[config.mk]
export PLATFORM = sky130hd
export DESIGN_NAME = pipeline_ctrl
export DESIGN_NICKNAME = d
export VERILOG_FILES = /design/src/rtl/pipeline_ctrl_pkg.sv /design/src/rtl/pipeline_ctrl_perf_counter.sv /design/src/rtl/pipeline_ctrl.sv
export SDC_FILE = /design/constraint.sdc
export NUM_CORES = 1
export LEC_CHECK = 0
export ABC_CLOCK_PERIOD_IN_PS = 4800
export BUFFER_PORTS_ARGS = -buffer_cell sky130_fd_sc_hd__buf_2
export CORE_ASPECT_RATIO = 1.4
export CORE_MARGIN = 10
export CORE_UTILIZATION = 35
export CTS_BUF_LIST = sky130_fd_sc_hd__clkbuf_4 sky130_fd_sc_hd__clkbuf_8
export CTS_CLUSTER_SIZE = 40
export DETAILED_ROUTE_END_ITERATION = 8
export GPL_ROUTABILITY_DRIVEN = 0
export HOLD_SLACK_MARGIN = 0.03
export PLACE_DENSITY = 0.65
export SYNTH_ARGS = -nofsm -noshare
export SYNTH_HDL_FRONTEND = slang
export SYNTH_SLANG_ARGS = --single-unit
[constraint.sdc]
create_clock -name i_Clock -period 4.8 [get_ports i_Clock]
set_input_delay 0 -clock i_Clock [delete_from_list [all_inputs] [get_ports i_Clock]]
set_output_delay 0 -clock i_Clock [all_outputs]
set_load 0.05 [all_outputs]
[src/rtl/pipeline_ctrl_pkg.sv]
// Shared types for the pipeline controller: stage indices and hold-boundary encoding.
package pipeline_ctrl_pkg;

    localparam int unsigned STAGE_IF  = 0;
    localparam int unsigned STAGE_ID  = 1;
    localparam int unsigned STAGE_EX  = 2;
    localparam int unsigned STAGE_MEM = 3;
    localparam int unsigned STAGE_WB  = 4;

    localparam int unsigned HOLD_IDX_W = 8;

    // Hold boundary: either no stage holds, or stages 0..idx hold.
    typedef struct packed {
        logic                  active;
        logic [HOLD_IDX_W-1:0] idx;
    } hold_t;

    localparam hold_t HOLD_NONE = '{active: 1'b0, idx: '0};

    function automatic hold_t hold_at(input int unsigned stage);
        hold_t h;
        h.active = 1'b1;
        h.idx    = HOLD_IDX_W'(stage);
        return h;
    endfunction

endpackage

[src/rtl/pipeline_ctrl_perf_counter.sv]
// Wrapping performance counter with synchronous active-low reset and clear.
module perf_counter #(
    parameter int unsigned CNT_WIDTH = 32
) (
    input  logic                 clk_i,
    input  logic                 rst_ni,
    input  logic                 en_i,
    input  logic                 clr_i,
    output logic [CNT_WIDTH-1:0] value_o
);

    logic [CNT_WIDTH-1:0] cnt_q, cnt_d;

    // Clear dominates a simultaneous increment.
    always_comb begin
        cnt_d = cnt_q;
        if (clr_i) begin
            cnt_d = '0;
        end else if (en_i) begin
            cnt_d = cnt_q + CNT_WIDTH'(1);
        end
    end

    always_ff @(posedge clk_i) begin
        if (!rst_ni) begin
            cnt_q <= '0;
        end else begin
            cnt_q <= cnt_d;
        end
    end

    assign value_o = cnt_q;

endmodule

[src/rtl/pipeline_ctrl.sv]
// Central stall/flush/valid controller for the in-order pipeline, with perf counters.
module pipeline_ctrl
    import pipeline_ctrl_pkg::*;
#(
    parameter int unsigned STAGES      = STAGE_WB + 1,
    parameter int unsigned HAZ_STAGE   = STAGE_ID,
    parameter int unsigned REDIR_STAGE = STAGE_ID,
    parameter int unsigned MEM_STAGE   = STAGE_MEM,
    parameter int unsigned CNT_WIDTH   = 32
) (
    input  logic                 i_Clock,
    input  logic                 i_Reset,
    input  logic                 i_IFetchBusy,
    input  logic                 i_DataBusy,
    input  logic                 i_Hazard,
    input  logic                 i_Redirect,
    input  logic                 i_CountClear,
    output logic [STAGES-1:0]    o_Stall,
    output logic [STAGES-1:0]    o_Flush,
    output logic [STAGES-1:0]    o_Valid,
    output logic                 o_PCEnable,
    output logic                 o_RedirectAck,
    output logic                 o_Retire,
    output logic [CNT_WIDTH-1:0] o_CycleCount,
    output logic [CNT_WIDTH-1:0] o_RetireCount,
    output logic [CNT_WIDTH-1:0] o_StallCount
);

    if (!(HAZ_STAGE >= 1 && HAZ_STAGE <= MEM_STAGE && MEM_STAGE < STAGES - 1 &&
          REDIR_STAGE >= 1 && REDIR_STAGE <= MEM_STAGE && STAGES <= 256)) begin : g_param_check
        $error("pipeline_ctrl: illegal stage parameters");
    end

    logic              run_q;
    logic [STAGES-1:1] valid_q, valid_d;
    logic [STAGES-1:0] valid, stall, flush;
    logic              ack, pc_en, retire;
    hold_t             hold;

    assign valid[STAGE_IF]     = run_q & ~i_IFetchBusy;
    assign valid[STAGES-1:1]   = valid_q;

    always_comb begin
        hold = HOLD_NONE;
        if (i_DataBusy) begin
            hold = hold_at(MEM_STAGE);
        end else if (i_Hazard) begin
            hold = hold_at(HAZ_STAGE);
        end else if (i_IFetchBusy) begin
            hold = hold_at(STAGE_IF);
        end
    end

    // The last stage is excluded: it always drains.
    always_comb begin
        stall = '0;
        for (int unsigned s = 0; s < STAGES - 1; s++) begin
            if (hold.active && HOLD_IDX_W'(s) <= hold.idx) begin
                stall[s] = 1'b1;
            end
        end
    end

    assign ack = i_Redirect & valid[REDIR_STAGE] & ~stall[REDIR_STAGE];

    always_comb begin
        flush = '0;
        for (int unsigned s = 1; s < STAGES; s++) begin
            if (hold.active && HOLD_IDX_W'(s) == hold.idx + HOLD_IDX_W'(1)) begin
                flush[s] = 1'b1;
            end
            if (ack && s <= REDIR_STAGE) begin
                flush[s] = 1'b1;
            end
        end
    end

    // A redirect overrides an IF hold: the in-flight fetch is abandoned.
    assign pc_en  = run_q & (~stall[STAGE_IF] | ack);
    assign retire = valid[STAGES-1];

    always_comb begin
        valid_d = valid_q;
        for (int unsigned s = 1; s < STAGES; s++) begin
            if (stall[s]) begin
                valid_d[s] = valid_q[s];
            end else if (flush[s]) begin
                valid_d[s] = 1'b0;
            end else begin
                valid_d[s] = valid[s-1];
            end
        end
    end

    always_ff @(posedge i_Clock) begin
        if (!i_Reset) begin
            run_q   <= 1'b0;
            valid_q <= '0;
        end else begin
            run_q   <= 1'b1;
            valid_q <= valid_d;
        end
    end

    assign o_Stall       = i_Reset ? stall  : '0;
    assign o_Flush       = i_Reset ? flush  : '0;
    assign o_PCEnable    = i_Reset & pc_en;
    assign o_RedirectAck = i_Reset & ack;
    assign o_Retire      = i_Reset & retire;
    assign o_Valid       = valid;

    perf_counter #(.CNT_WIDTH(CNT_WIDTH)) u_cycle_cnt (
        .clk_i   (i_Clock),
        .rst_ni  (i_Reset),
        .en_i    (run_q),
        .clr_i   (i_CountClear),
        .value_o (o_CycleCount)
    );

    perf_counter #(.CNT_WIDTH(CNT_WIDTH)) u_retire_cnt (
        .clk_i   (i_Clock),
        .rst_ni  (i_Reset),
        .en_i    (run_q & retire),
        .clr_i   (i_CountClear),
        .value_o (o_RetireCount)
    );

    perf_counter #(.CNT_WIDTH(CNT_WIDTH)) u_stall_cnt (
        .clk_i   (i_Clock),
        .rst_ni  (i_Reset),
        .en_i    (run_q & hold.active),
        .clr_i   (i_CountClear),
        .value_o (o_StallCount)
    );

endmodule

After elaboration in Yosys (flattened, before gate mapping)
Cells that the tools add are included.

Reduce and logical (&&, ||, !) cells: 10. Multiply operators: 0. Shift operators: 0. Equal/unequal tests: 4. $add $sub $neg: 4. Divide/modulo/power cells: 0. Muxes and demuxes: 18. $lt $le $gt $ge: 4. Bitwise gates (word level): 14.

Operators by type and width (number): $add 32x1->32 const B (3); $mux 9 (3); $eq 2x8->1 const A (2); $le 1x8->1 const A (2); $le 2x8->1 const A (2); $mux 1 (13); $and 1x1->1 (9); $add 8x1->8 const B (1); $eq 1x8->1 const A (1); $eq 3x8->1 const A (1); $logic_and 1x1->1 (8); $mux 5 (1); $mux 4 (1); $not 1->1 (4); $reduce_or 2->1 (2); $or 1x1->1 (1).

Output and inout bits: 114. Latch bits: 0. Memories: 0. ROM bits: 0. Register bits after elaboration: 101. Bits of input ports: 7. Logic and storage cells: 62. Bits in writable memories: 0.

Longest topological paths before layout
Word-level depth: 11. Mapped depth: 7. Depth with buffers taken out: 5.

Hierarchy
From an unflattened synthesis, not the netlist that was laid out.

Cell total of the unflattened synthesis: 570. Area, all modules: 4991.0 um^2.

By module, submodules not included: perf_counter (area each 1552.7 um^2, cells an instance 178, instances 3, sequential area each 640.6 um^2); pipeline_ctrl (area each 332.8 um^2, cells an instance 36, instances 1, sequential area each 100.1 um^2).

Worst setup path after synthesis
Ideal clock, no wire load.

Kind: register to register. Start: register u_cycle_cnt.cnt_q[4], in the netlist u_cycle_cnt.value_o[4]. End: register u_cycle_cnt.cnt_q[29], in the netlist u_cycle_cnt.value_o[29]. Buffers on the path: 1. Setup time: 0.070 ns. Stages on the path, launching flop included: 6. Path slack: 2.515 ns. Data arrival time: 2.215 ns. Period minus slack after synthesis: 2.285 ns. Cells stage by stage: dfxtp_1 nand4_2 or4_4 buf_6 or4_1 a21oi_1.

Word-level cells in the longest chain between the ends: 1.

RTL lines: start, declared (RTL line pipeline_ctrl_perf_counter.sv:12) `logic [CNT_WIDTH-1:0] cnt_q, cnt_d;`; start signal, assigned (RTL line pipeline_ctrl_perf_counter.sv:28) `cnt_q <= cnt_d;`; $add 32x1->32 (RTL line pipeline_ctrl_perf_counter.sv:20) `cnt_d = cnt_q + CNT_WIDTH'(1);`.

No other way between the ends. A chain may end at the register's enable or synchronous reset.

==> results.json <==
{
  "status": "complete, no violations",
  "grt_use_met1_pct": 16.0,
  "core-area_um2": 14000,
  "cp-end-kind": "register",
  "ys_seq_area_share_pct": 40.6,
  "initial_core_util_pct": 35.7,
  "avgSynthCellArea_um2": 8.32,
  "rows": 51,
  "irDropWorstVdd_mv": 0.172,
  "ctsHtreeMaxLevel": 3,
  "grtUsageMet3_pct": 3.98,
  "grt_pass1_vias": 4829,
  "crit_path_cell_trace": "nand4_2 > or4_4 > or4_1 > a21oi_1",
  "cp.arrival_ns": 2.76,
  "ys_warn_count": 0,
  "worstSetupStartpointType": "register",
  "drive_gt1_share_pct": 19.9,
  "grt_pass1_wl_um": 24200,
  "die_y_um": 161,
  "grt_use_met2_pct": 26.8,
  "die_area_um2": 19500,
  "top_level_ports": 121,
  "drcViolationCount": 0,
  "setup-violations-final": 0,
  "p_per_area_nw_per_um2": 248,
  "syn_inst": 599,
  "cpPeakStageDelay_ns": 0.81,
  "fmax_mhz": 404,
  "drt-total-wl_um": 14600,
  "grt_overflow": 0,
  "grt_max_degree": 84,
  "hp-class": "in2reg",
  "final.fill_count": 1427,
  "worst_skew_pair.late_latency_ns": 0.37,
  "place_area_um2": 5670,
  "fin_nets": 708,
  "slew_violations": 0,
  "clockRootBuffer": "clkbuf_8",
  "ff2ff_path_depth": 4,
  "required_ns": 5.08,
  "antenna_found_initial": 0,
  "skew_ns": 0.0183,
  "first_pass_iters": 4,
  "synth_cell_types": 44,
  "yosys.area_share.adder_pct": 0.753,
  "final_area_um2": 5890,
  "final.setup.tns_ns": 0,
  "gr-usage-all-layers_pct": 14.9,
  "synth_xor_area_share_pct": 5.10,
  "via_per_inst": 5.57,
  "slowest_stage": "dfxtp_1",
  "synth_top_family_by_area": "simple AND/OR/NAND/NOR gates",
  "ant_nets": 0,
  "syn_to_final_growth_pct": 18.1,
  "grt_most_used_layer": "met2",
  "die_w_um": 121,
  "worstHoldPathCells": 2,
  "synth_compound_area_share_pct": 14.6,
  "diodes": 0,
  "multiInputGateArea_um2": 2760,
  "routedWlPerCell_um": 16.5,
  "portBuffers": 117,
  "finalCritPeriodShare_pct": 51.6,
  "cts_tree": "yes",
  "synth_edf_count": 0,
  "worstPathMaxFanout": 21,
  "fin_crit_ns": 2.48,
  "yosys.area_share.simple_pct": 32.2,
  "dp_hpwl_um": 10900,
  "worstMarginPinSlew_ns": 0.901,
  "seq_area_um2": 2020,
  "critical_path_class": "reg2reg",
  "clk_path_buf_depth": 2,
  "cts_resized": 0,
  "rsz0062_at_grt": "false",
  "clk_pin_slew_ns": 0.10,
  "leakagePower_uw": 0.00217,
  "cts.sinks": 101,
  "drt_iter0_markers": 271,
  "vias": 4944,
  "async_flop_share_pct": 0,
  "synth_flop_cell": "dfxtp_1",
  "hold_violations": 0,
  "synth_seq_cells": 101,
  "maxSlewHeadroom_pct": 39.9,
  "maxCapViolations": 0,
  "cts_made_buffers": 9,
  "synthMuxAreaShare_pct": 2.41,
  "netlist_area_um2": 4980
}
-- cells by family after synthesis --
group | Yosys count
compound gates | 116
buf+inv | 50
other cells | 1
mux | 12
xor+xnor | 29
flops | 101
simple gates | 287
fa+ha+maj | 3
-- cells in the final DEF (no fill, tap or decap), types with 2 or more instances in the layout --
master | synthesis | layout
clkbuf_8 | 0 | 9
o31ai_1 | 30 | 30
or4_1 | 31 | 31
o311a_1 | 2 | 2
a31oi_1 | 4 | 4
dlygate4sd3_1 | 0 | 2
nor2_1 | 40 | 40
nor3_1 | 11 | 11
and2_1 | 7 | 7
xnor2_1 | 12 | 12
xor2_1 | 17 | 17
nand4_1 | 31 | 31
and3_1 | 9 | 9
nand4b_1 | 2 | 2
o21a_1 | 2 | 2
and3b_1 | 2 | 2
nand2b_1 | 11 | 10
ha_1 | 3 | 3
nand3_1 | 39 | 39
nor2b_1 | 5 | 4
mux2i_1 | 12 | 12
or3_1 | 13 | 13
o21ai_0 | 14 | 14
buf_4 | 5 | 3
inv_1 | 14 | 14
o311ai_0 | 2 | 2
buf_2 | 1 | 117
nand2_1 | 52 | 52
a21oi_1 | 51 | 51
a41o_1 | 4 | 4
dfxtp_1 | 101 | 101
nand3b_1 | 2 | 2
and4_1 | 14 | 14
conb_1 | 1 | 3
o41ai_1 | 5 | 5
nor4_1 | 13 | 13
-- metal layers --
metal | up-vias | routed length [µm]
met2 | 107 | 7720
met3 | 16 | 722
met5 | - | 0
met4 | 0 | 267
li1 | 2436 | -
met1 | 2385 | 5930
-- worst paths after layout --
| kind | from | to | slack, ns |
|---|---|---|---|
| hold reg to reg | u_stall_cnt.value_o[31] | u_stall_cnt.value_o[31] | 0.49 |
| setup reg to reg | run_q | u_cycle_cnt.value_o[29] | 2.32 |
| setup / recovery | run_q | u_cycle_cnt.value_o[29] | 2.32 |
| hold / removal | i_DataBusy | valid_q[4] | 0.06 |
-- registers in the layout (all words and copies together), names as in the netlist --
signal and count:
valid_q 4, u_stall_cnt.value_o 32, run_q 1, u_cycle_cnt.value_o 32, u_retire_cnt.value_o 32
-- per-stage QoR --
stage | std cells | total power (µW) | hold slack [ns] | setup WS (ns) | utilization (%)
after detailed placement | 870 | 931 | 0.263 | 2.32 | 40.6
after floorplan | 601 | 917 | 0.0277 | 2.51 | -
after global routing | 887 | 1520 | 0.0480 | 2.10 | 42.1
after CTS | 887 | 1480 | 0.0302 | 2.30 | 42.1
after global placement | 870 | 930 | 0.258 | 2.39 | 40.6
final | 887 | 1460 | 0.0625 | 2.32 | 42.1
-- synthesized netlist by cell type, drive strengths merged, types with 4 or more instances --
cell,count,area (µm²)
dfxtp,101,2020
nand2,52,195
a21oi,51,255
nor2,40,150
nand3,39,195
nand4,32,206
or4,32,244
o31ai,30,225
clkbuf,26,97.6
xor2,17,149
and4,14,123
inv,14,52.6
o21ai,14,70.1
nor4,13,81.3
or3,13,81.3
mux2i,12,120
xnor2,12,105
nand2b,11,68.8
nor3,11,55.1
buf,10,65.1
and3,9,56.3
and2,7,43.8
nor2b,5,31.3
o41ai,5,43.8
a31oi,4,25.0
a41o,4,40.0
-- area by class of cell --
cell class                 instances  share of cell area, %
multi-input combinational        450                   46.9
tap                              185                   3.93
timing repair buffer             122                   10.7
sequential                       101                   34.4
clock buffer                      10                   2.23
inverter                          14                  0.893
clock inverter                     5                   1.02
-- repair_timing --
action,4_1_cts,5_1_grt
endpoints found under the hold margin,5,0
hold buffers,2,0
setup endpoints to repair,0,0
setup buffers,0,0
-- critical path, delay by kind of cell (launching register included) --
kind	cells	cell delay, ns
AND/OR/NAND/NOR	3	1.44
flip-flops	1	0.81
AO/OA/AOI/OAI	1	0.14
-- power by group --
part	switching, µW	total, µW	internal [µW]
registers	4.87	844	839
logic	53.7	68.6	14.9
clock network	301	547	246
No activity file was read; power rests on OpenSTA's default activity.
